### config.mk
export PLATFORM = sky130hd
export DESIGN_NAME = lcd_bus_responder
export DESIGN_NICKNAME = d
export VERILOG_FILES = /design/src/rtl/lcd_bus_responder.sv
export SDC_FILE = /design/constraint.sdc
export NUM_CORES = 1
export LEC_CHECK = 0
export ABC_AREA = 1
export BUFFER_PORTS_ARGS = -buffer_cell sky130_fd_sc_hd__buf_2
export CORE_UTILIZATION = 45
export CTS_CLUSTER_SIZE = 30
export DETAILED_ROUTE_END_ITERATION = 8
export GPL_TIMING_DRIVEN = 0
export PLACE_DENSITY_LB_ADDON = 0.08
export REMOVE_ABC_BUFFERS = 1
export SETUP_SLACK_MARGIN = 0.15
export SYNTH_ARGS = -nofsm -noshare
export SYNTH_HDL_FRONTEND = slang
export SYNTH_SLANG_ARGS = --single-unit
### constraint.sdc
create_clock -name clk -period 3 [get_ports clk]
set_clock_uncertainty 0.2 [all_clocks]
set_input_delay 0.3 -clock clk [delete_from_list [all_inputs] [get_ports clk]]
set_output_delay 0.3 -clock clk [all_outputs]
set_load 0.005 [all_outputs]
### src/rtl/lcd_bus_responder.sv
// HD44780-style LCD bus responder: accepts asynchronous bus writes/reads from a
// master, keeps a 2x16 display buffer and models the controller busy flag.
module lcd_bus_responder #(
    parameter int BUSY_CYCLES  = 2000,
    parameter int CLEAR_CYCLES = 82000
) (
    input  logic       clk,
    input  logic       reset_n,
    input  logic       lcd_en,
    input  logic       lcd_rs,
    input  logic       lcd_rw,
    input  logic [7:0] lcd_data_in,
    output logic [7:0] lcd_data_out,
    output logic       lcd_data_oe,
    input  logic [4:0] rd_addr,
    output logic [7:0] rd_char,
    output logic       busy,
    output logic       display_on,
    output logic       err_overrun
);
    localparam int MAXC = (CLEAR_CYCLES > BUSY_CYCLES) ? CLEAR_CYCLES : BUSY_CYCLES;
    localparam int CW   = $clog2(MAXC + 1);
    localparam logic [CW-1:0] BUSY_LOAD  = CW'(BUSY_CYCLES - 1);
    localparam logic [CW-1:0] CLEAR_LOAD = CW'(CLEAR_CYCLES - 1);

    logic [1:0]    en_sync_q, rs_sync_q, rw_sync_q;
    logic [7:0]    data_sync0_q, data_sync1_q;
    logic          en_prev_q;

    logic [7:0]    buf_q [32];
    logic [7:0]    buf_d [32];
    logic [6:0]    ac_q, ac_d;
    logic          id_q, id_d;
    logic          disp_q, disp_d;
    logic          busy_q, busy_d;
    logic [CW-1:0] cnt_q, cnt_d;
    logic          clr_active_q, clr_active_d;
    logic [4:0]    clr_idx_q, clr_idx_d;
    logic [7:0]    dout_q, dout_d;
    logic          oe_q, oe_d;
    logic          ovr_q, ovr_d;
    logic [7:0]    rd_char_q;

    logic          en_s, rs_s, rw_s;
    logic [7:0]    data_s;
    logic          en_rise, en_fall, wr_evt, wr_ok;

    assign en_s    = en_sync_q[1];
    assign rs_s    = rs_sync_q[1];
    assign rw_s    = rw_sync_q[1];
    assign data_s  = data_sync1_q;
    assign en_rise = en_s & ~en_prev_q;
    assign en_fall = ~en_s & en_prev_q;
    assign wr_evt  = en_fall & ~rw_s;
    assign wr_ok   = wr_evt & ~busy_q;

    function automatic logic [4:0] buf_idx(input logic [6:0] a);
        return {a[6], a[3:0]};
    endfunction

    // ac is always a valid address, so wrapping only depends on the low nibble.
    function automatic logic [6:0] next_ac(input logic [6:0] a, input logic inc);
        if (inc) begin
            if (a[3:0] == 4'hF) return {~a[6], 6'h00};
            return a + 7'd1;
        end
        if (a[3:0] == 4'h0) return {~a[6], 2'b00, 4'hF};
        return a - 7'd1;
    endfunction

    always_comb begin
        buf_d        = buf_q;
        ac_d         = ac_q;
        id_d         = id_q;
        disp_d       = disp_q;
        busy_d       = busy_q;
        cnt_d        = cnt_q;
        clr_active_d = clr_active_q;
        clr_idx_d    = clr_idx_q;
        dout_d       = dout_q;
        oe_d         = en_s & rw_s;
        ovr_d        = wr_evt & busy_q;

        if (busy_q) begin
            if (cnt_q == '0) busy_d = 1'b0;
            else             cnt_d  = cnt_q - 1'b1;
        end

        if (clr_active_q) begin
            buf_d[clr_idx_q] = 8'h20;
            clr_idx_d        = clr_idx_q + 5'd1;
            if (clr_idx_q == 5'd31) clr_active_d = 1'b0;
        end

        if (en_rise && rw_s)
            dout_d = rs_s ? buf_q[buf_idx(ac_q)] : {busy_q, ac_q};
        if (en_fall && rw_s && rs_s)
            ac_d = next_ac(ac_q, id_q);

        if (wr_ok) begin
            busy_d = 1'b1;
            cnt_d  = BUSY_LOAD;
            if (rs_s) begin
                buf_d[buf_idx(ac_q)] = data_s;
                ac_d = next_ac(ac_q, id_q);
            end else if (data_s[7]) begin
                ac_d = (data_s[5:4] == 2'b00) ? data_s[6:0] : 7'h00;
            end else if (data_s[6:4] != 3'b000) begin
                ac_d = ac_q;
            end else if (data_s[3]) begin
                disp_d = data_s[2];
            end else if (data_s[2]) begin
                id_d = data_s[1];
            end else if (data_s[1]) begin
                ac_d = 7'h00;
            end else if (data_s[0]) begin
                ac_d         = 7'h00;
                id_d         = 1'b1;
                cnt_d        = CLEAR_LOAD;
                clr_active_d = 1'b1;
                clr_idx_d    = 5'd0;
            end
        end
    end

    always_ff @(posedge clk or negedge reset_n) begin
        if (!reset_n) begin
            en_sync_q    <= '0;
            rs_sync_q    <= '0;
            rw_sync_q    <= '0;
            data_sync0_q <= '0;
            data_sync1_q <= '0;
            en_prev_q    <= 1'b0;
            for (int i = 0; i < 32; i++) buf_q[i] <= 8'h20;
            ac_q         <= 7'h00;
            id_q         <= 1'b1;
            disp_q       <= 1'b0;
            busy_q       <= 1'b0;
            cnt_q        <= '0;
            clr_active_q <= 1'b0;
            clr_idx_q    <= '0;
            dout_q       <= 8'h00;
            oe_q         <= 1'b0;
            ovr_q        <= 1'b0;
            rd_char_q    <= 8'h20;
        end else begin
            en_sync_q    <= {en_sync_q[0], lcd_en};
            rs_sync_q    <= {rs_sync_q[0], lcd_rs};
            rw_sync_q    <= {rw_sync_q[0], lcd_rw};
            data_sync0_q <= lcd_data_in;
            data_sync1_q <= data_sync0_q;
            en_prev_q    <= en_s;
            buf_q        <= buf_d;
            ac_q         <= ac_d;
            id_q         <= id_d;
            disp_q       <= disp_d;
            busy_q       <= busy_d;
            cnt_q        <= cnt_d;
            clr_active_q <= clr_active_d;
            clr_idx_q    <= clr_idx_d;
            dout_q       <= dout_d;
            oe_q         <= oe_d;
            ovr_q        <= ovr_d;
            rd_char_q    <= buf_q[rd_addr];
        end
    end

    assign lcd_data_out = dout_q;
    assign lcd_data_oe  = oe_q;
    assign rd_char      = rd_char_q;
    assign busy         = busy_q;
    assign display_on   = disp_q;
    assign err_overrun  = ovr_q;

endmodule

; ---- Yosys cells after proc, flatten, opt, wreduce, memory -nomap -nowiden
; Index checks and enable logic that the tools add are counted.
; Widths: inputs -> output; s select.
[totals]
ff_bits = 330
elab_cells = 184
input_bits = 18
output_inout_bits = 20
[op_classes]
n_mux = 86
bitwise_logic = 21
reduce_logical = 14
n_lt_le_gt_ge = 5
n_eq_ne = 5
add_sub_neg = 4
[ops]
columns = cell, n
row1 = $mux 256, 3
row2 = $bwmux 256, 1
row3 = $and 224x224->224, 1
row4 = $not 224->224, 1
row5 = $mux 17, 10
row6 = $mux 7, 21
row7 = $bmux 8 s5, 2
row8 = $demux 8 s5, 2
row9 = $mux 8, 7
row10 = $mux 5, 9
row11 = $or 32x32->32, 1
row12 = $mux 1, 31
row13 = $ge 6x6->1 const B, 3
row14 = $not 5->6, 3
row15 = $logic_not 17->1, 1
row16 = $sub 17x1->17 const B, 1
row17 = $lt 6x1->1 const B, 2
row18 = $not 1->1, 9
row19 = $add 7x1->7 const B, 1
row20 = $reduce_and 7->1, 1
row21 = $sub 7x1->7 const B, 1
row22 = $and 1x1->1, 6
row23 = $add 5x1->5 const B, 1
row24 = $eq 5x5->1 const B, 1
row25 = other kinds (11), 16

; ---- Logic depth before layout (Yosys ltp)
[logic_depth]
depth_word = 19
mapped_depth = 13
ltp_nobuf = 11

; ---- Worst setup path before layout
; No wires, ideal clock.
[synth_path]
path_kind = reg2reg
start = register ac_q[1]
end = register buf_q[244] (netlist name)
setup_time_ns = 0.134
t_arrival_ns = 1.854
t_required_ns = 2.666
path_slack_ns = 0.811
path_buffers = 4
path_stages_with_launch = 12
synth_period_minus_slack_ns = 2.189
cell_sequence = dfrtp_1 clkbuf_1 inv_1 buf_2 buf_2 ha_1 nand2_1 nor2_4 nand2_1 clkbuf_1 nand3_1 o21ai_0
[synth_lines]
columns = element, line_no
row1 = start: declaration, 32  ; logic [6:0] ac_q, ac_d;
row2 = start signal: assignment, 135  ; ac_q <= 7'h00;
row3 = start signal: assignment, 154  ; ac_q <= ac_d;
row4 = end signal: assignment, 153  ; buf_q <= buf_d;
row5 = end: declaration, 30  ; logic [7:0] buf_q [32];

==> metrics.txt <==
layout cells sized above 1=under 10%; Die H=roughly 210 um; max_slew headroom=between 30 and 40%; vias in the first global route=17119; Routed Antenna Nets=0; register area=8310 um^2; CP max FO=46; grt total ovfl=0; TritonCTS clock tree=done; Vias/cell=5.67; met3 wirelength from detailed routing=around 5300 um; M1 WL=29600 um; leading cell type in the layout, fill and taps excluded=nand2_1; number of remaining DRC errors=0; Worst-path clk slew=0.06 ns; Setup violations, final=0; slowest CP cell=dfrtp_4; CTS Buf Count=40; FMAX=between 300 and 400 MHz; Crit path largest cell delay=~0.72 ns; Yosys reg bits=330; multi-input logic area=9230 um^2; worst path cell trace=buf_16 -> ha_1 -> nand2_1 -> nor2_8 -> nand2_2 -> nand3b_1 -> o21ai_0; I/O pin count=38; Period minus WS final=~2.8 ns; DR WL met2=29300 um; final wirelength=about 67000 um; area growth from synthesis to layout=11.9%; DP HPWL=41300 um; RD Place Congestion=0.898; Final Slew Violations=0; commonest non-fill, non-tap cells in the layout=nand2_1 (706), o21ai_0 (347), dfrtp_1 (293), inv_1 (265), nor2_1 (257); VDD IR-drop max=487 uV; critical path class=flip-flop to flip-flop; Top Layer Used=met5; dpl cells=between 3000 and 4000; CP required=3.21 ns; DR iter-0 viols=between 1500 and 2000; count of final hold-check violations=0; vias post-DR=18355; Hold Path Class=input port to async pin; buffers from clock root to sink, at most=3; Post-Layout Cell Count=3237; Seq/Total Area, Yosys=a little over two fifths; Port Buffer Count=37; library cells used by synthesis=35; DRT Pass-1 Iters=6; first-pass GRT wire length=103000 um; Tightest Pin Transition=roughly 0.99 ns; Worst-Skew Late Latency=~0.58 ns; row count=between 70 and 80; antenna fix cells=0; Max Cap Viol=0; Syn Inst Count=2717; Final Cycle Share=about nine tenths; fillcell total=approximately 4100; antenna violations before repair=1; Total Power=around 16 mW; setup TNS=0 ns; Root Driver=clkbuf_16; Initial Util=between 40% and 50%; # nets final=2694; RSZ-0062 raised after global routing=true; CP Data Arrival Time=roughly 3 ns; critical path launch point type=flip-flop; Post-Syn Area per Cell=7.10 um^2; warnings from Yosys=0; Die Area=about 44000 um^2; clk sinks=330; Core ar.=around 42000 um^2; leak pwr=about 10 nW; Pwr Density=around 750 nW/um^2; # H-tree levels=2; routed len/inst=~20 um; GRT Total Usage=30.7%; Cell Area, Synth=19300 um^2; width of the die=about 210 um; outcome=completed; largest net degree at the start of global routing=approximately 120; critical path capture point type=flip-flop
-- report_power, final --
part	internal, mW	switching (mW)
clock network	3.11	2.05
logic	1.70	3.72
registers	5.05	0.527
-- registers in the layout, indices dropped and copies added (netlist names), 2 cells and up --
name,cells
en_sync_q,2
data_s,8
ac_q,7
data_sync0_q,8
cnt_q,17
rs_sync_q,2
rd_char,8
clr_idx_q,5
lcd_data_out,8
buf_q,256
rw_sync_q,2
-- layer usage --
metal | GRT usage (%) | vias up
met4 | 12.5 | 2
met2 | 46.7 | 708
met1 | 43.7 | 8727
met5 | 0 | -
met3 | 4.91 | 164
li1 | - | 8754
-- kinds of logic (layout without fill, tap and decap cells) --
logic type / count (synthesis) / in the layout / synth area share (%)
flops: 330 / 330 / 43.0
buf+inv: 448 / 429 / 9.63
simple gates: 1299 / 1299 / 28.7
compound gates: 624 / 624 / 17.7
xor+xnor: 6 / 6 / 0.272
fa+ha+maj: 10 / 10 / 0.649
-- cells in the mapped netlist (all sizes together) --
cell,count,area share [%]
nor3b,1,0.039
o211ai,115,4.5
o22ai,2,0.065
nor3,10,0.34
nand2,737,15
xor2,5,0.23
xnor2,1,0.045
inv,277,5.4
buf,92,2.7
a31oi,1,0.032
clkbuf,79,1.5
nor2,268,5.5
o31ai,2,0.078
and2,7,0.23
ha,10,0.65
nand3b,50,1.9
dfrtp,296,38
nand3,216,5.6
nand4,8,0.34
o21ai,396,10
dfstp,34,4.6
a21oi,108,2.8
or2,2,0.065
-- cell type report --
cell class	count	share of cell area, %
Timing Repair Buffer	78	4.39
Clock inverter	16	1.04
Tap cell	539	3.12
Multi-Input combinational cell	1939	42.8
Sequential cell	330	38.5
Inverter	277	4.88
Clock buffer	58	5.33
-- per-stage QoR --
step           cell area [um^2]  hold slack (ns)  setup slack [ns]  utilization [%]
2_1_floorplan             18500           -0.196             -3.87                -
3_3_place_gp              19300            0.132             -9.00             45.9
3_5_place_dp              19700           0.0607            -0.811             46.8
4_1_cts                   21500           0.0720             0.158             51.0
5_1_grt                   21600            0.106             0.118             51.2
6_report                  21600           0.0715             0.246             51.2
-- path summary, 6_finish.rpt --
path	from	endpoint	slack [ns]	cells after the start
min reg2reg	data_sync0_q[0]	data_s[0]	0.14	0
max	ac_q[1]	buf_q[227]	0.25	7
max reg2reg	ac_q[1]	buf_q[227]	0.25	7
min in group clk	data_sync0_q[0]	data_s[0]	0.14	0
min	reset_n	buf_q[126]	0.07	2
max in group asynchronous	reset_n	id_q	1.22	4
-- what timing repair did --
action                                 in CTS  in global routing
pin swaps                                   3                  0
setup endpoints to repair                 271                 85
hold buffers                               13                  0
endpoints found under the hold margin     133                  0
buffers inserted                           10                  0
resized for setup                          27                 11
-- critical path, delay by kind of cell, from the launching register on --
family          cells  cell delay (ns)
compound gates      1             0.09
simple gates        4             0.99
flops               1             0.72
buf+inv             1             0.31
fa+ha+maj           1             0.27
Power figures use the tool's default switching activity.
